File: src/rtl/mod_ser_pkg.sv
// Shared types and helpers for the mod-N serializer slice.
// Holds the FSM state encoding, the residue width helper and the
// single-step remainder fold used by the residue accumulator.
package mod_ser_pkg;

    typedef enum logic [1:0] {
        IDLE  = 2'd0,
        SHIFT = 2'd1,
        GAP   = 2'd2
    } state_t;

    // Width of a remainder modulo divisor (at least one bit).
    function automatic int unsigned res_width(input int unsigned divisor);
        return (divisor > 2) ? $clog2(divisor) : 1;
    endfunction

    // fold(2*r + b): a single conditional subtraction is enough since
    // r < divisor implies 2*r + 1 < 2*divisor.
    function automatic int unsigned residue_step(input int unsigned r,
                                                 input logic        b,
                                                 input int unsigned divisor);
        int unsigned x;
        x = (r << 1) + 32'(b);
        return (x >= divisor) ? (x - divisor) : x;
    endfunction

endpackage

File: src/rtl/mod_n_residue.sv
// Running remainder of the emitted MSB-first bit stream modulo DIVISOR.
// clear restarts the accumulator at 0; step folds in bit_in.
module mod_n_residue
    import mod_ser_pkg::*;
#(
    parameter int unsigned DIVISOR = 5
) (
    input  logic                            clk,
    input  logic                            rst_n,
    input  logic                            clear,
    input  logic                            step,
    input  logic                            bit_in,
    output logic [res_width(DIVISOR)-1:0]   residue
);

    localparam int unsigned RW = res_width(DIVISOR);

    // Accumulate r <= fold(2*r + bit) on every emitted bit.
    always_ff @(posedge clk or negedge rst_n) begin
        if (!rst_n) begin
            residue <= '0;
        end else if (clear) begin
            residue <= '0;
        end else if (step) begin
            residue <= RW'(residue_step(32'(residue), bit_in, DIVISOR));
        end
    end

endmodule

File: src/rtl/mod_n_serializer.sv
// Parallel-to-serial source for serial mod-N detectors.
// Accepts a word on valid/ready, emits it MSB-first with sof/eof strobes,
// and optionally reports the word value modulo DIVISOR.
// Optional feature: define MOD_SER_RESIDUE_EN to build the remainder
// tracker; otherwise residue, residue_valid and div_ok are tied 0.
module mod_n_serializer
    import mod_ser_pkg::*;
#(
    parameter int unsigned WIDTH      = 8,
    parameter int unsigned DIVISOR    = 5,
    parameter int unsigned GAP_CYCLES = 0
) (
    input  logic                            clk,
    input  logic                            rst_n,
    input  logic [WIDTH-1:0]                word_in,
    input  logic                            word_valid,
    output logic                            word_ready,
    output logic                            ser_out,
    output logic                            ser_valid,
    output logic                            ser_sof,
    output logic                            ser_eof,
    output logic [res_width(DIVISOR)-1:0]   residue,
    output logic                            residue_valid,
    output logic                            div_ok
);

    localparam int unsigned CW       = $clog2(WIDTH);
    localparam int unsigned GW       = (GAP_CYCLES > 1) ? $clog2(GAP_CYCLES) : 1;
    localparam int unsigned GAP_LOAD = (GAP_CYCLES > 0) ? (GAP_CYCLES - 1) : 0;

    state_t             state_q;
    state_t             state_d;
    logic [WIDTH-1:0]   sh_q;
    logic [CW-1:0]      bit_cnt_q;
    logic [GW-1:0]      gap_cnt_q;
    logic               accept;
    logic               last_bit;

    assign accept   = word_valid && (state_q == IDLE);
    assign last_bit = (state_q == SHIFT) && (bit_cnt_q == '0);

    // State register.
    always_ff @(posedge clk or negedge rst_n) begin
        if (!rst_n) begin
            state_q <= IDLE;
        end else begin
            state_q <= state_d;
        end
    end

    // Next-state decode; GAP is bypassed entirely when GAP_CYCLES is 0.
    always_comb begin
        state_d = state_q;
        case (state_q)
            IDLE:    if (accept) state_d = SHIFT;
            SHIFT:   if (bit_cnt_q == '0) state_d = (GAP_CYCLES > 0) ? GAP : IDLE;
            GAP:     if (gap_cnt_q == '0) state_d = IDLE;
            default: state_d = IDLE;
        endcase
    end

    // Shift register, bit counter and gap counter.
    always_ff @(posedge clk or negedge rst_n) begin
        if (!rst_n) begin
            sh_q      <= '0;
            bit_cnt_q <= '0;
            gap_cnt_q <= '0;
        end else begin
            if (accept) begin
                sh_q      <= word_in;
                bit_cnt_q <= CW'(WIDTH - 1);
            end else if (state_q == SHIFT) begin
                sh_q <= sh_q << 1;
                if (bit_cnt_q != '0) begin
                    bit_cnt_q <= bit_cnt_q - 1'b1;
                end
            end
            if (last_bit) begin
                gap_cnt_q <= GW'(GAP_LOAD);
            end else if ((state_q == GAP) && (gap_cnt_q != '0)) begin
                gap_cnt_q <= gap_cnt_q - 1'b1;
            end
        end
    end

    // Serial outputs decoded from state; all quiet outside SHIFT.
    always_comb begin
        word_ready = (state_q == IDLE);
        ser_valid  = (state_q == SHIFT);
        ser_out    = ser_valid && sh_q[WIDTH-1];
        ser_sof    = ser_valid && (bit_cnt_q == CW'(WIDTH - 1));
        ser_eof    = last_bit;
    end

`ifdef MOD_SER_RESIDUE_EN
    localparam int unsigned RW = res_width(DIVISOR);

    logic [RW-1:0] r_acc;
    logic [RW-1:0] res_next;

    mod_n_residue #(
        .DIVISOR (DIVISOR)
    ) u_residue (
        .clk     (clk),
        .rst_n   (rst_n),
        .clear   (accept),
        .step    (ser_valid),
        .bit_in  (ser_out),
        .residue (r_acc)
    );

    // Remainder including the bit currently on ser_out.
    always_comb begin
        res_next = RW'(residue_step(32'(r_acc), ser_out, DIVISOR));
    end

    // Capture the final remainder on the edge that closes the eof cycle.
    always_ff @(posedge clk or negedge rst_n) begin
        if (!rst_n) begin
            residue       <= '0;
            residue_valid <= 1'b0;
            div_ok        <= 1'b0;
        end else begin
            residue_valid <= last_bit;
            if (last_bit) begin
                residue <= res_next;
                div_ok  <= (res_next == '0);
            end
        end
    end
`else
    assign residue       = '0;
    assign residue_valid = 1'b0;
    assign div_ok        = 1'b0;
`endif

endmodule

File: config.mk
export PLATFORM = sky130hd
export DESIGN_NAME = mod_n_serializer
export DESIGN_NICKNAME = d
export VERILOG_FILES = /design/src/rtl/mod_ser_pkg.sv /design/src/rtl/mod_n_residue.sv /design/src/rtl/mod_n_serializer.sv
export SDC_FILE = /design/constraint.sdc
export NUM_CORES = 1
export LEC_CHECK = 0
export ABC_AREA = 0
export BUFFER_PORTS_ARGS = -buffer_cell sky130_fd_sc_hd__buf_2
export CAP_MARGIN = 40
export CELL_PAD_IN_SITES_DETAIL_PLACEMENT = 1
export CELL_PAD_IN_SITES_GLOBAL_PLACEMENT = 1
export CORE_MARGIN = 3
export CORE_UTILIZATION = 39
export DETAILED_ROUTE_END_ITERATION = 7
export GPL_TIMING_DRIVEN = 0
export PLACE_DENSITY_LB_ADDON = 0.1
export REMOVE_ABC_BUFFERS = 1
export SYNTH_ARGS = -nofsm -noshare
export SYNTH_HDL_FRONTEND = slang
export SYNTH_SLANG_ARGS = --single-unit
export TNS_END_PERCENT = 1
File: constraint.sdc
create_clock -name clk -period 1.7 [get_ports clk]
set_input_delay 0.255 -clock clk [delete_from_list [all_inputs] [get_ports clk]]
set_output_delay 0.255 -clock clk [all_outputs]
set_load 0.005 [all_outputs]
Yosys cells after proc, flatten, opt, wreduce, memory -nomap -nowiden
Cells that the tools add are included.
- equal/unequal tests: 6
- add/subtract/negate cells: 2
- muxes and demuxes: 11
- reduce and logical (&&, ||, !) cells: 13
- operators with widths (kind ; number):
    two-way mux 8 bit ; 2
    two-way mux 3 bit ; 3
    two-way mux 2 bit ; 3
    case mux 2 bit (3 select lines) ; 1
    nonzero test 2 bit ; 3
    logical AND 1 bit ; 5
    != test 2 x 1 -> 1 bit (second input constant) ; 2
    == test 3 bit (second input constant) ; 1
    zero test 3 bit ; 1
    AND reduction 3 bit ; 1
    nonzero test 3 bit ; 1
    subtractor 3 x 1 -> 3 bit (second input constant) ; 1
    == test 2 x 1 -> 1 bit (second input constant) ; 1
    == test 2 bit (second input constant) ; 1
    zero test 2 bit ; 1
    two-way mux 1 bit ; 2
    != test 2 bit (second input constant) ; 1
    AND reduction 2 bit ; 1
    subtractor 1 bit (second input constant) ; 1
- register bits: 14
- word-level logic and storage cells: 36
- bits of input ports: 11
- output and inout port bits: 10

Logic depth before layout (Yosys ltp)
Gate-level depths: netlist of run 1.
- depth in word-level cells: 4
- gate-level depth with buffers: 4
- depth with buffers taken out: 4

Worst setup path before layout of run 1
OpenSTA, ideal clock, no wires.
- path type: register to output
- start point: reg state_q[0]
- end point: out ser_sof
- path buffers: 2
- stages on the path, launching flop included: 4
- slack: 0.596 ns
- arrival: 0.849 ns
- path through: dfrtp_1 buf_6 buf_2 and3_2
- longest elaborated chain between the ends: 2
- RTL lines (what ; line ; RTL):
    start: declaration ; mod_n_serializer.sv:31 ; state_t state_q;
    start signal: assignment ; mod_n_serializer.sv:47 ; state_q <= state_d;
    == test 2 x 1 -> 1 bit ; mod_n_serializer.sv:89 ; ser_valid = (state_q == SHIFT);
    logical AND 1 bit ; mod_n_serializer.sv:91 ; ser_sof = ser_valid && (bit_cnt_q == CW'(WIDTH - 1));
    end: declaration ; mod_n_serializer.sv:20 ; output logic ser_sof,
No other way between the ends.

Worst setup path in the final report of run 1
- start point: reg bit_cnt_q[1]
- end point: out ser_eof
- longest elaborated chain between the ends: 2
- RTL lines (what ; line ; RTL):
    start: declaration ; mod_n_serializer.sv:34 ; logic [CW-1:0] bit_cnt_q;
    start signal: assignment ; mod_n_serializer.sv:71 ; bit_cnt_q <= CW'(WIDTH - 1);
    start signal: assignment ; mod_n_serializer.sv:75 ; bit_cnt_q <= bit_cnt_q - 1'b1;
    zero test 3 bit ; mod_n_serializer.sv:40 ; assign last_bit = (state_q == SHIFT) && (bit_cnt_q == '0);
    logical AND 1 bit ; mod_n_serializer.sv:40 ;
    end: declaration ; mod_n_serializer.sv:21 ; output logic ser_eof,
No other way between the ends.

==> results of run 1 <==
==> Yosys cell counts (2+ instances only) <==
cell / instances
and4bb_1: 2
dfrtp_1: 12
and2_1: 2
o21ai_0: 7
inv_1: 4
nor2_1: 4
nand2_1: 7
mux2i_1: 8
buf_4: 6
ha_1: 3
buf_2: 2
==> kinds of logic (layout without fill, tap and decap cells) <==
family	after synthesis	count (layout)	share of synthesized area
simple gates	20	20	0.174
buf+inv	13	24	0.119
flops	12	12	0.440
compound gates	10	10	0.0897
mux	8	8	0.117
fa+ha+maj	3	3	0.0550
other cells	1	5	0.00549
==> power breakdown <==
group,switching (mW),total [mW],internal [mW]
sequential,0.138,0.536,0.398
combinational,0.173,0.384,0.211
clock,0.0997,0.230,0.130
==> metal layers <==
layer	vias up	track usage	wire [um]
met3	2	0.0338	56
met4	0	0.0806	27
li1	248	-	-
met2	15	0.227	637
met5	-	0	0
met1	233	0.179	606
==> stage by stage <==
stage | hold slack (ps) | total power, mW | util | instance area, sq um | std cells
final | 221 | 1.15 | 0.491 | 774 | 98
after global routing | 221 | 1.26 | 0.491 | 774 | 98
after CTS | 231 | 1.15 | 0.491 | 774 | 98
after detailed placement | 146 | 0.923 | 0.461 | 727 | 93
after global placement | 150 | 0.903 | 0.461 | 727 | 93
after floorplan | -40.6 | 0.765 | - | 632 | 62
==> worst max-delay path by stage <==
stage	start	to	slack (ps)	cells after the start
2_1_floorplan	state_q[0]	ser_sof	510	1
3_3_place_gp	state_q[0]	ser_eof	240	2
3_5_place_dp	state_q[0]	ser_eof	240	2
4_1_cts	bit_cnt_q[1]	ser_eof	80	4
5_1_grt	bit_cnt_q[1]	ser_eof	2	4
6_report	bit_cnt_q[1]	ser_eof	100	4
==> critical path: cells and delay by family, from the launching register on <==
family                   cells  cell delay (ps)
buffers and inverters        2              200
adder cells (fa/ha/maj)      1              240
flip-flops                   1              420
AND/OR/NAND/NOR              1              220
==> layout make-up <==
type	count	area, sq um
timing repair buffer	16	85.1
clock buffer	4	36.3
tap	16	20.0
multi-input combinational	46	317
sequential	12	302
inverter	4	15.0
fill	189	802
==> repair_timing <==
| action | in CTS | in global routing |
|---|---|---|
| resized for setup | 1 | 0 |
| setup endpoints to repair | 2 | 0 |
| endpoints found under the hold margin | 12 | 0 |
| hold buffers | 1 | 0 |
==> cells in the final DEF (no fill, tap or decap) <==
| master | netlist | layout |
|---|---|---|
| a221oi_1 | 1 | 1 |
| a311oi_1 | 1 | 1 |
| and2_1 | 2 | 2 |
| and3_2 | 1 | 1 |
| and3b_2 | 1 | 1 |
| and4bb_1 | 2 | 2 |
| buf_2 | 2 | 15 |
| clkbuf_4 | 0 | 3 |
| clkbuf_8 | 0 | 1 |
| conb_1 | 1 | 5 |
| dfrtp_1 | 12 | 11 |
| dfrtp_2 | 0 | 1 |
| dlygate4sd3_1 | 0 | 1 |
| ha_1 | 3 | 3 |
| inv_1 | 4 | 4 |
| mux2i_1 | 8 | 8 |
| nand2_1 | 7 | 7 |
| nand2b_1 | 1 | 1 |
| nand4bb_1 | 1 | 1 |
| nor2_1 | 4 | 4 |
| nor3_1 | 1 | 1 |
| o21ai_0 | 7 | 7 |
| o221ai_1 | 1 | 1 |
==> registers in the layout, indices dropped and copies added (netlist names) <==
name and flops:
bit_cnt_q 3, sh_q 8, state_q 1
==> flow_summary.yaml, run 1 <==
logic_synthesis:
  synth-main-ff-cell: "dfrtp_1"
  ys_seq_area_frac: 0.440
  yosys_warnings: 0
  ys_seq_elements: 12
  synth_area_leaders: "dfrtp_1 (44%), mux2i_1 (12%), buf_4 (6.6%), ha_1 (5.5%), o21ai_0 (5.1%)"
  synth_area_sq_um: 683
  synth_top_area_share: 0.440
  synth.distinct_cells: 21
  synth_edf_count: 0
  synth_top_cell_by_area: "dfrtp_1"
  syn_inst: 67
  synthArstFlopShare: 1.00
  syn_area_per_cell_sq_um: 10.2
worst_setup_path:
  r2r_setup_slack_ps: 460
  cp.arrival_ps: 1350
  rr_endpoint: "bit_cnt_q[1]"
  max_stage_delay_ps: 420
  cp-end-kind: "output pin"
  reg2reg_from: "bit_cnt_q[1]"
  rr_worst_depth: 4
  path_cells: "inv_1, ha_1, and3b_2, buf_2"
  worstPathMaxFanout: 5
  crit_path_top_delay_cell: "dfrtp_1"
  cp.required_ps: 1440
  crit_path_start_kind: "flop"
  critPathKind: "reg -> out"
placement:
  port_buffers: 15
  dp_slack_ps: 242
  finalWeightedCongestion: 0.651
  place_hpwl_um: 880
pwr:
  powerDensity_nw_per_um2: 1480
  irDropWorstVdd_v: 0.000763
  power.leakage_nw: 0.415
run_status:
  status: "finished, final reports clean"
cts:
  cts_tree: "done"
  post_cts_buffers: 0
  cts_buffer_depth: 2
  clk_latency_ps: 270
  clkTransAtPathRegs_ps: 80
  htree_levels: 1
  root_buffer: "clkbuf_4"
  cts.sinks: 12
  numCtsBuffers: 3
grt:
  grt_usage: 0.144
  grt_overflow: 0
  grt_first_pass_wirelength_um: 2160
  antenna_found_initial: 0
  grt_max_degree: 29
  grt_pass1_vias: 477
min_path:
  hp-start: "word_in[0]"
  hold_class: "in -> reg"
  holdPathEnd: "sh_q[0]"
  worstHoldPathCells: 3
drt:
  ant_nets: 0
  drt-initial-drc-count: 8
  drc_errors: 0
  drt_first_pass_iters: 4
  vias_per_cell: 5.08
  vias: 498
  routedWlPerCell_um: 13.5
  postRouteWirelength_um: 1330
sta:
  rsz0062_at_grt: "false"
  period_share: 0.943
  fmax_mhz: 623
  tns_ps: 0
  post-route-min-period_ps: 1600
  finalSetupViolCount: 0
  fin_skew_ps: 4.30
  layout_setup_ws_ps: 96.1
  hold_viol_final: 0
  maxSlewViolCount: 0
floorplan:
  start_util: 0.433
  coreArea_sq_um: 1580
  die_h_um: 47.9
  row_count: 14
  design.die.area_sq_um: 2290
  fp.dieW_um: 47.9
  pin_count: 21
finish:
  drive_above_1_share: 0.268
  area_growth_syn_to_layout_pct: 13.4
  diodes: 0
  nNetsFinal: 97
run:
  cap_violations: 0
Note: power is estimated with default switching activity, not from simulation.
==> inputs of run 2 (changes only) <==
CELL_PAD_IN_SITES_DETAIL_PLACEMENT = default   (was 1)
CELL_PAD_IN_SITES_GLOBAL_PLACEMENT = default   (was 1)
CTS_BUF_LIST = sky130_fd_sc_hd__clkbuf_4 sky130_fd_sc_hd__clkbuf_8   (was default)
PLACE_DENSITY_LB_ADDON = default   (was 0.1)
TNS_END_PERCENT = 30   (was 1)
==> flow_summary.yaml, run 2 (same netlist as run 1, synthesis figures left out) <==
pwr:
  cellInternalPower_mw: 0.737
  powerDensity_nw_per_um2: 1450
  swShare: 0.344
  irDropWorstVdd_v: 0.000833
  comb_power_share: 0.331
  power.leakage_nw: 0.415
  seqPwrFrac: 0.472
  clockPowerShare: 0.198
  power_switching_mw: 0.387
finish:
  drive_above_1_share: 0.268
  nNetsFinal: 97
  final_cell_mix: "buf_2 (15), dfrtp_1 (11), mux2i_1 (8)"
  max_flop_register: "sh_q"
  ff_latch_area_sq_um: 302
  instances_no_fill: 98
  largest_reg_flops: 8
  area_growth_syn_to_layout_pct: 13.4
  mostFrequentLayoutCell: "buf_2"
  nFillCells: 151
  diodes: 0
  multi_input_area_sq_um: 317
  largest_registers: "sh_q: 8 flops, bit_cnt_q: 3 flops, state_q: 1 flops"
grt:
  grt_pass1_vias: 426
  grt_overflow: 0
  grt_first_pass_wirelength_um: 1790
  grt_usage: 0.117
  grt_max_degree: 29
  antenna_found_initial: 0
placement:
  finalWeightedCongestion: 0.830
  port_buffers: 15
  placedCellCount: 93
  place_hpwl_um: 803
floorplan:
  pin_count: 21
  coreArea_sq_um: 1580
  row_count: 14
  die_h_um: 47.9
  fp.dieW_um: 47.9
  design.die.area_sq_um: 2290
  start_util: 0.433
sta:
  period_share: 0.921
  finalSetupViolCount: 0
  fin_skew_ps: 1.89
  maxSlewViolCount: 0
  fmax_mhz: 639
  rsz0062_at_grt: "false"
  hold_viol_final: 0
  post-route-min-period_ps: 1570
  tns_ps: 0
drt:
  ant_nets: 0
  postRouteWirelength_um: 1100
  route.met3.wl_um: 63
  met1_length_um: 479
  top_layer_used: "met4"
  drc_errors: 0
  drt-initial-drc-count: 6
  routedWlPerCell_um: 11.2
  vias_per_cell: 5.02
  met2RoutedLength_um: 547
  vias: 492
  drt_first_pass_iters: 2
worst_setup_path:
  cp.arrival_ps: 1310
  cp-end-kind: "output pin"
  worstPathMaxFanout: 5
  rr_worst_depth: 4
  crit_path_start_kind: "flop"
  r2r_setup_slack_ps: 460
  reg2reg_from: "bit_cnt_q[0]"
  cp.required_ps: 1440
  critPathKind: "reg -> out"
  startpoint: "bit_cnt_q[0]"
  rr_endpoint: "bit_cnt_q[0]"
cts:
  numCtsBuffers: 3
  root_buffer: "clkbuf_4"
  cts_buffer_depth: 2
  clkTransAtPathRegs_ps: 70
  cts_tree: "done"
  cts.sinks: 12
  clk_latency_ps: 270
  htree_levels: 1
run_status:
  status: "finished, final reports clean"
min_path:
  hold_class: "in -> reg"
  worstHoldPathCells: 3
  hp-start: "word_in[0]"
  holdPathEnd: "sh_q[0]"
run:
  cap_violations: 0
run 2: cell counts in the layout (fill, tap and decap cells not counted):
Identical to the previous run, type by type.
run 2: area by class of cell:
type | count | area share
sequential | 12 | 0.389
multi-input combinational | 46 | 0.409
tap | 16 | 0.0258
clock buffer | 4 | 0.0468
timing repair buffer | 16 | 0.110
inverter | 4 | 0.0194
run 2: critical path, stage by stage (launching register included):
cell and delay (ps):
dfrtp_1 380, inv_1 80, ha_1 240, and3b_2 220, buf_2 120
run 2: per-stage QoR:
| step | util | cell area, sq um | power (mW) | setup WS (ps) | hold WS, ps |
|---|---|---|---|---|---|
| floorplan | - | 632 | 0.765 | 511 | -40.6 |
| global placement | 0.461 | 727 | 0.899 | 267 | 146 |
| detailed placement | 0.461 | 727 | 0.911 | 260 | 149 |
| CTS | 0.491 | 774 | 1.14 | 116 | 244 |
| global route | 0.491 | 774 | 1.24 | 30.6 | 261 |
| finish | 0.491 | 774 | 1.12 | 134 | 244 |
run 2: worst max path at each step:
| stage | endpoint | slack [ps] |
|---|---|---|
| final | ser_eof | 130 |
| after global routing | ser_eof | 30 |
| after CTS | ser_eof | 120 |
| after detailed placement | ser_eof | 260 |
| after global placement | ser_eof | 270 |
| after floorplan | ser_sof | 510 |
run 2: metal layers:
layer / global-route usage / vias up
met5: 0 / -
met4: 0.0484 / 0
met3: 0.0677 / 2
met2: 0.185 / 13
met1: 0.129 / 226
li1: - / 251
run 2: power groups by stage:
stage | registers, mW | clock network [mW] | logic [mW]
detailed placement | 0.536 | 0 | 0.375
finish | 0.530 | 0.222 | 0.371
CTS | 0.531 | 0.230 | 0.380
global route | 0.559 | 0.252 | 0.429
global placement | 0.531 | 0 | 0.368
floorplan | 0.499 | 0 | 0.266
run 2: timing repair:
item | in CTS | in global routing
resized for setup | 1 | 0
buffers inserted | 0 | 0
hold endpoints to repair | 12 | 0
setup endpoints to repair | 2 | 0
hold buffers | 1 | 0
